**config.mk**
```make
export PLATFORM = sky130hd
export DESIGN_NAME = seg7_scan_ctrl
export DESIGN_NICKNAME = d
export VERILOG_FILES = /design/src/rtl/seg7_scan_ctrl.sv
export SDC_FILE = /design/constraint.sdc
export NUM_CORES = 1
export LEC_CHECK = 0
export CORE_MARGIN = 5
export CORE_UTILIZATION = 48
export CTS_BUF_LIST = sky130_fd_sc_hd__clkbuf_16
export CTS_CLUSTER_DIAMETER = 50
export CTS_CLUSTER_SIZE = 12
export DETAILED_ROUTE_END_ITERATION = 8
export PLACE_DENSITY = 0.75
export SYNTH_ARGS = -nofsm -noshare
export SYNTH_HDL_FRONTEND = slang
export SYNTH_SLANG_ARGS = --single-unit
```
**constraint.sdc**
```tcl
create_clock -name clk -period 3.2 [get_ports clk]
set_clock_uncertainty 0.05 [all_clocks]
set_input_delay 0.96 -clock clk [delete_from_list [all_inputs] [get_ports clk]]
set_output_delay 0.96 -clock clk [all_outputs]
set_load 0.02 [all_outputs]
```
**src/rtl/seg7_scan_ctrl.sv**
```systemverilog
// seg7_scan_ctrl: memory-mapped 8-digit 7-segment display controller.
// Holds a DATA word (one hex nibble per digit) and a CTRL word (enable mask,
// dp mask, global blank). Digits are scanned with a free-running counter and
// all display outputs are registered and active-low.
// Optional build macro: SEG7_LZ_SUPPRESS_EN enables leading-zero suppression.
module seg7_scan_ctrl #(
    parameter int unsigned SCAN_DIV   = 100000,
    parameter int unsigned NUM_DIGITS = 8
) (
    input  logic                    clk,
    input  logic                    rst_n,
    input  logic                    we_i,
    input  logic                    sel_i,
    input  logic [31:0]             wdata_i,
    output logic [31:0]             rdata_o,
    output logic [NUM_DIGITS-1:0]   led_en_o,
    output logic                    led_ca_o,
    output logic                    led_cb_o,
    output logic                    led_cc_o,
    output logic                    led_cd_o,
    output logic                    led_ce_o,
    output logic                    led_cf_o,
    output logic                    led_cg_o,
    output logic                    led_dp_o
);

    localparam int unsigned CntW = $clog2(SCAN_DIV);
    localparam int unsigned IdxW = $clog2(NUM_DIGITS);
    localparam logic [CntW-1:0] CntMax = CntW'(SCAN_DIV - 1);

    logic [4*NUM_DIGITS-1:0] data_q, data_d;
    logic [16:0]             ctrl_q, ctrl_d;
    logic [CntW-1:0]         cnt_q, cnt_d;
    logic [IdxW-1:0]         idx_q, idx_d;
    logic [NUM_DIGITS-1:0]   led_en_q, led_en_d;
    logic [6:0]              seg_q, seg_d;   // {g,f,e,d,c,b,a}, active-low
    logic                    dp_q, dp_d;

    logic [3:0]              nibble;
    logic [6:0]              seg_lit;        // {g,f,e,d,c,b,a}, 1 = lit
    logic [7:0]              en_mask, dp_mask;
    logic                    lz_blank;
    logic                    blank;

    // State registers: config, scan position and registered display outputs
    always_ff @(posedge clk or negedge rst_n) begin
        if (!rst_n) begin
            data_q   <= '0;
            ctrl_q   <= 17'h000FF;
            cnt_q    <= '0;
            idx_q    <= '0;
            led_en_q <= '1;
            seg_q    <= '1;
            dp_q     <= 1'b1;
        end else begin
            data_q   <= data_d;
            ctrl_q   <= ctrl_d;
            cnt_q    <= cnt_d;
            idx_q    <= idx_d;
            led_en_q <= led_en_d;
            seg_q    <= seg_d;
            dp_q     <= dp_d;
        end
    end

    // Register writes and scan counter; writes never touch cnt/idx
    always_comb begin
        data_d = data_q;
        ctrl_d = ctrl_q;
        if (we_i) begin
            if (sel_i) begin
                ctrl_d = wdata_i[16:0];
            end else begin
                data_d = wdata_i;
            end
        end
        if (cnt_q == CntMax) begin
            cnt_d = '0;
            idx_d = idx_q + IdxW'(1);
        end else begin
            cnt_d = cnt_q + CntW'(1);
            idx_d = idx_q;
        end
    end

    // Hex to segment decode of the currently scanned nibble
    always_comb begin
        nibble  = data_q[{idx_q, 2'b00} +: 4];
        seg_lit = 7'h00;
        case (nibble)
            4'h0: seg_lit = 7'h3F;
            4'h1: seg_lit = 7'h06;
            4'h2: seg_lit = 7'h5B;
            4'h3: seg_lit = 7'h4F;
            4'h4: seg_lit = 7'h66;
            4'h5: seg_lit = 7'h6D;
            4'h6: seg_lit = 7'h7D;
            4'h7: seg_lit = 7'h07;
            4'h8: seg_lit = 7'h7F;
            4'h9: seg_lit = 7'h6F;
            4'hA: seg_lit = 7'h77;
            4'hB: seg_lit = 7'h7C;
            4'hC: seg_lit = 7'h39;
            4'hD: seg_lit = 7'h5E;
            4'hE: seg_lit = 7'h79;
            4'hF: seg_lit = 7'h71;
            default: seg_lit = 7'h00;
        endcase
    end

    // Blanking and next display outputs for the current digit
    always_comb begin
        en_mask = ctrl_q[7:0];
        dp_mask = ctrl_q[15:8];
`ifdef SEG7_LZ_SUPPRESS_EN
        // Blank when this nibble and every higher one are zero; digit 0 always shows
        lz_blank = (idx_q != '0) && ((data_q >> {idx_q, 2'b00}) == '0);
`else
        lz_blank = 1'b0;
`endif
        blank = ctrl_q[16] | ~en_mask[idx_q] | lz_blank;
        if (blank) begin
            led_en_d = '1;
            seg_d    = '1;
            dp_d     = 1'b1;
        end else begin
            led_en_d = ~(NUM_DIGITS'(1) << idx_q);
            seg_d    = ~seg_lit;
            dp_d     = ~dp_mask[idx_q];
        end
    end

    // Combinational register read; reserved CTRL bits read as zero
    always_comb begin
        rdata_o = sel_i ? {15'b0, ctrl_q} : data_q;
    end

    assign led_en_o = led_en_q;
    assign led_ca_o = seg_q[0];
    assign led_cb_o = seg_q[1];
    assign led_cc_o = seg_q[2];
    assign led_cd_o = seg_q[3];
    assign led_ce_o = seg_q[4];
    assign led_cf_o = seg_q[5];
    assign led_cg_o = seg_q[6];
    assign led_dp_o = dp_q;

endmodule

```
==> results.md <==
- Outcome: finished clean
- DP Area: 5220 um2
- Synth top area share: 0.359
- Total CTS buffers: 9
- Crit. End Element: output pin
- Minimum clock period: 3140 ps
- Hold path cells: 1
- Max Cap Viol: 0
- Crit path launch type: input port
- Final Cycle Share: 0.982
- DRC viols: 0
- Core ar.: 8680 um2
- Detailed Route Iter0 Violations: 73
- GRT overflow: 0
- DIE AREA: 10,800 um2
- Setup Fix Bufs, Post-CTS: 0
- Worst min-delay path category: flop to flop
- Initial antenna violation count: 0
- Number of global-route vias before repair: 3,129
- # H-tree levels: 3
- Mean Syn Cell Area: 13.0 um2
- CTS tree: yes
- Maximum root-to-sink buffer count: 2
- Final Hold Fails: 0
- I/O pins: 84
- EDFF count, synth: 0
- Setup crit end: rdata_o[12]
- Slew Limit Fails: 0
- Mapped Nets: 375
- First-pass GRT wire length: 15,800 um
- FILL cells: 706
- Slew HR: 0.517
- Worst reg2reg startpoint: idx_q[0]$_DFFE_PN0N_
- Drt wl/cell: 17.6 um
- Peak supply drop: 323 uV
- PD cells: 525 nW/um2
- Starting density of the core: 0.489
- Synth Warn #: 0
- Via count: 2,849
- Final nets: 466
- CTS Sinks: 85
- Synth Register Bits: 85
- Crit path max-delay family: buffers and inverters
- Async S/R FF share, synth: 1.00
- Post-synthesis sequential area ratio: 0.508
- Final count of negative-setup-slack endpoints: 0
- Core Rows: 34
- Critical path type: input port to output pin
- Share of cells above drive strength 1: 0.332
- CP Launch Point: sel_i
- R2R Setup Slk: 650 ps
- CP Max Fanout: 7
- Total wire length: 9310 um
- Mapped Area: 4250 um2
- Worst r2r dst: seg_q[4]$_DFF_PN1_
- Top post-synthesis cells by area: dfrtp_1, mux2_2, dfstp_2
- FF-to-FF path depth: 7
- Synth area leader: dfrtp_1
- Routability congestion estimate: 0.806
- Antenna Cells: 0
- Worst Tran Pin Value: 718 ps
- F_max: 0.318 GHz
- HPWL after DPL: 6670 um
- Top FF cell, synth: dfrtp_1
- LEAKAGE: 2.32 nW
- Pin count of the biggest net entering global routing: 45
- Arrival time worst endpoint: 2130 ps
- Hold Path Origin: cnt_q[0]$_DFF_PN0_
- CP peak stage delay: 350 ps
- Hold WS: 443 ps
- Crit. path cell count: 4
- Crit path buffers/inverters: 3
- CP max-delay cell: mux2_2
- Die width: 104 um
- GRT Total Usage: 0.178
- CTS root buf: clkbuf_16
- First-pass DRT Iterations: 4
- Die height: 104 um
- Mapped Cells: 326
- Design Area, Final: 5470 um2
- CTS Hold Buffers Added: 0
- Worst path cell trace: dlygate4sd2_1, buf_4, mux2_2, dlygate4sd2_1
- PortBufs: 83
- RSZ-0062 raised after global routing: false
- Detail Route Antenna Nets: 0
- Worst-skew pair later-pin latency: 340 ps
- Area Growth Syn to Fin: 28.9%
- Worst EP required: 2190 ps
- Worst path most repeated cell: dlygate4sd2_1
- Mean number of vias per cell: 5.38
- Worst-path clk slew: 60 ps
- Cell variety after synth: 51
## worst reg2reg max path: cells and delay by family (launching register included)
family,cells,cell delay [ps]
AOI/OAI and AO/OA,1,90
adders and majority gates,1,270
buffers and inverters,1,90
DFF,1,690
muxes,3,1190
and+or+nand+nor,1,60
## layout by cell type, fill, tap and decap left out, drive strengths merged, types with 3 or more instances in the layout
cell           instances
dfstp                 24
mux2i                  5
inv                    9
buf                   14
xor2                   7
nand2                 26
nand3                  7
clkbuf                10
nor3b                  3
dfrtp                 61
o21ai                  3
a21oi                  4
clkdlybuf4s50         49
mux2                  70
ha                    13
dlygate4sd2           30
nor2b                 19
nand4                  3
mux4                  10
clkinv                 3
nor2                  13
o221ai                 3
xnor2                  9
## cells in the mapped netlist (all sizes together) (2+ instances only)
| master | n |
|---|---|
| xnor2 | 9 |
| xor2 | 7 |
| nand2 | 26 |
| or4b | 2 |
| o21ai | 3 |
| inv | 6 |
| mux4 | 10 |
| buf | 10 |
| clkbuf | 6 |
| dfstp | 24 |
| nor3b | 3 |
| and2 | 2 |
| nor2 | 13 |
| nor4 | 2 |
| mux2i | 5 |
| dfrtp | 61 |
| ha | 13 |
| mux2 | 70 |
| nand3 | 7 |
| nor2b | 19 |
| a21oi | 4 |
| nor3 | 2 |
| o221ai | 3 |
| or2 | 2 |
| nand4 | 3 |
| and3 | 2 |
## stage by stage
stage | power (mW) | std cells | util | setup slack (ps) | TNS [ps]
final | 2.87 | 530 | 0.631 | 56.5 | 0
after global placement | 1.94 | 513 | 0.602 | -350 | -10040
after floorplan | 1.66 | 326 | - | 240 | 0
after global routing | 2.99 | 530 | 0.631 | 1.46 | 0
after CTS | 2.89 | 530 | 0.631 | 42.6 | 0
after detailed placement | 1.95 | 513 | 0.602 | -367 | -10570
## registers in the layout, summed over array words and instances, names as in the netlist
name / flops
idx_q: 3
led_en_o: 8
data_q: 32
ctrl_q: 17
seg_q: 7
led_dp_o: 1
cnt_q: 17
## cell type report
type | instances | area (um2) | share of cell area
clock buffer | 9 | 225 | 0.0411
clock inverter | 7 | 57.6 | 0.0105
inverter | 7 | 26.3 | 0.00480
multi-input combinational | 218 | 1970 | 0.360
sequential | 85 | 2160 | 0.394
tap | 108 | 135 | 0.0247
timing repair buffer | 96 | 900 | 0.164
## where the power goes
group / total (mW) / switching [mW] / leakage, nW / internal, mW
Clock: 0.983 / 0.446 / 0.134 / 0.536
Combinational: 0.601 / 0.289 / 1.19 / 0.312
Sequential: 1.29 / 0.0809 / 0.999 / 1.21
Total: 2.87 / 0.817 / 2.32 / 2.06
## layer usage
metal / wire (um) / GRT usage
met5: 0 / 0
met4: 117 / 0.0537
met3: 443 / 0.0416
met2: 4410 / 0.274
met1: 4340 / 0.252
## how the worst min path moves through the flow
stage | endpoint | slack, ps
after global routing | cnt_q[0]$_DFF_PN0_ | 480
final | cnt_q[0]$_DFF_PN0_ | 440
after detailed placement | cnt_q[0]$_DFF_PN0_ | 440
after floorplan | cnt_q[0]$_DFF_PN0_ | 400
after CTS | cnt_q[0]$_DFF_PN0_ | 450
after global placement | cnt_q[0]$_DFF_PN0_ | 420
## logic make-up after synthesis
logic type      share of synthesized area
compound gates                     0.0304
xor+xnor                           0.0330
fa+ha+maj                          0.0383
buf+inv                            0.0280
flops                               0.508
mux                                 0.253
simple gates                        0.109
## timing repair
action	in CTS	in global routing
endpoints found under the setup margin	32	3
resized for setup	35	4
gates cloned	1	0
(Power assumes the default switching activity.)
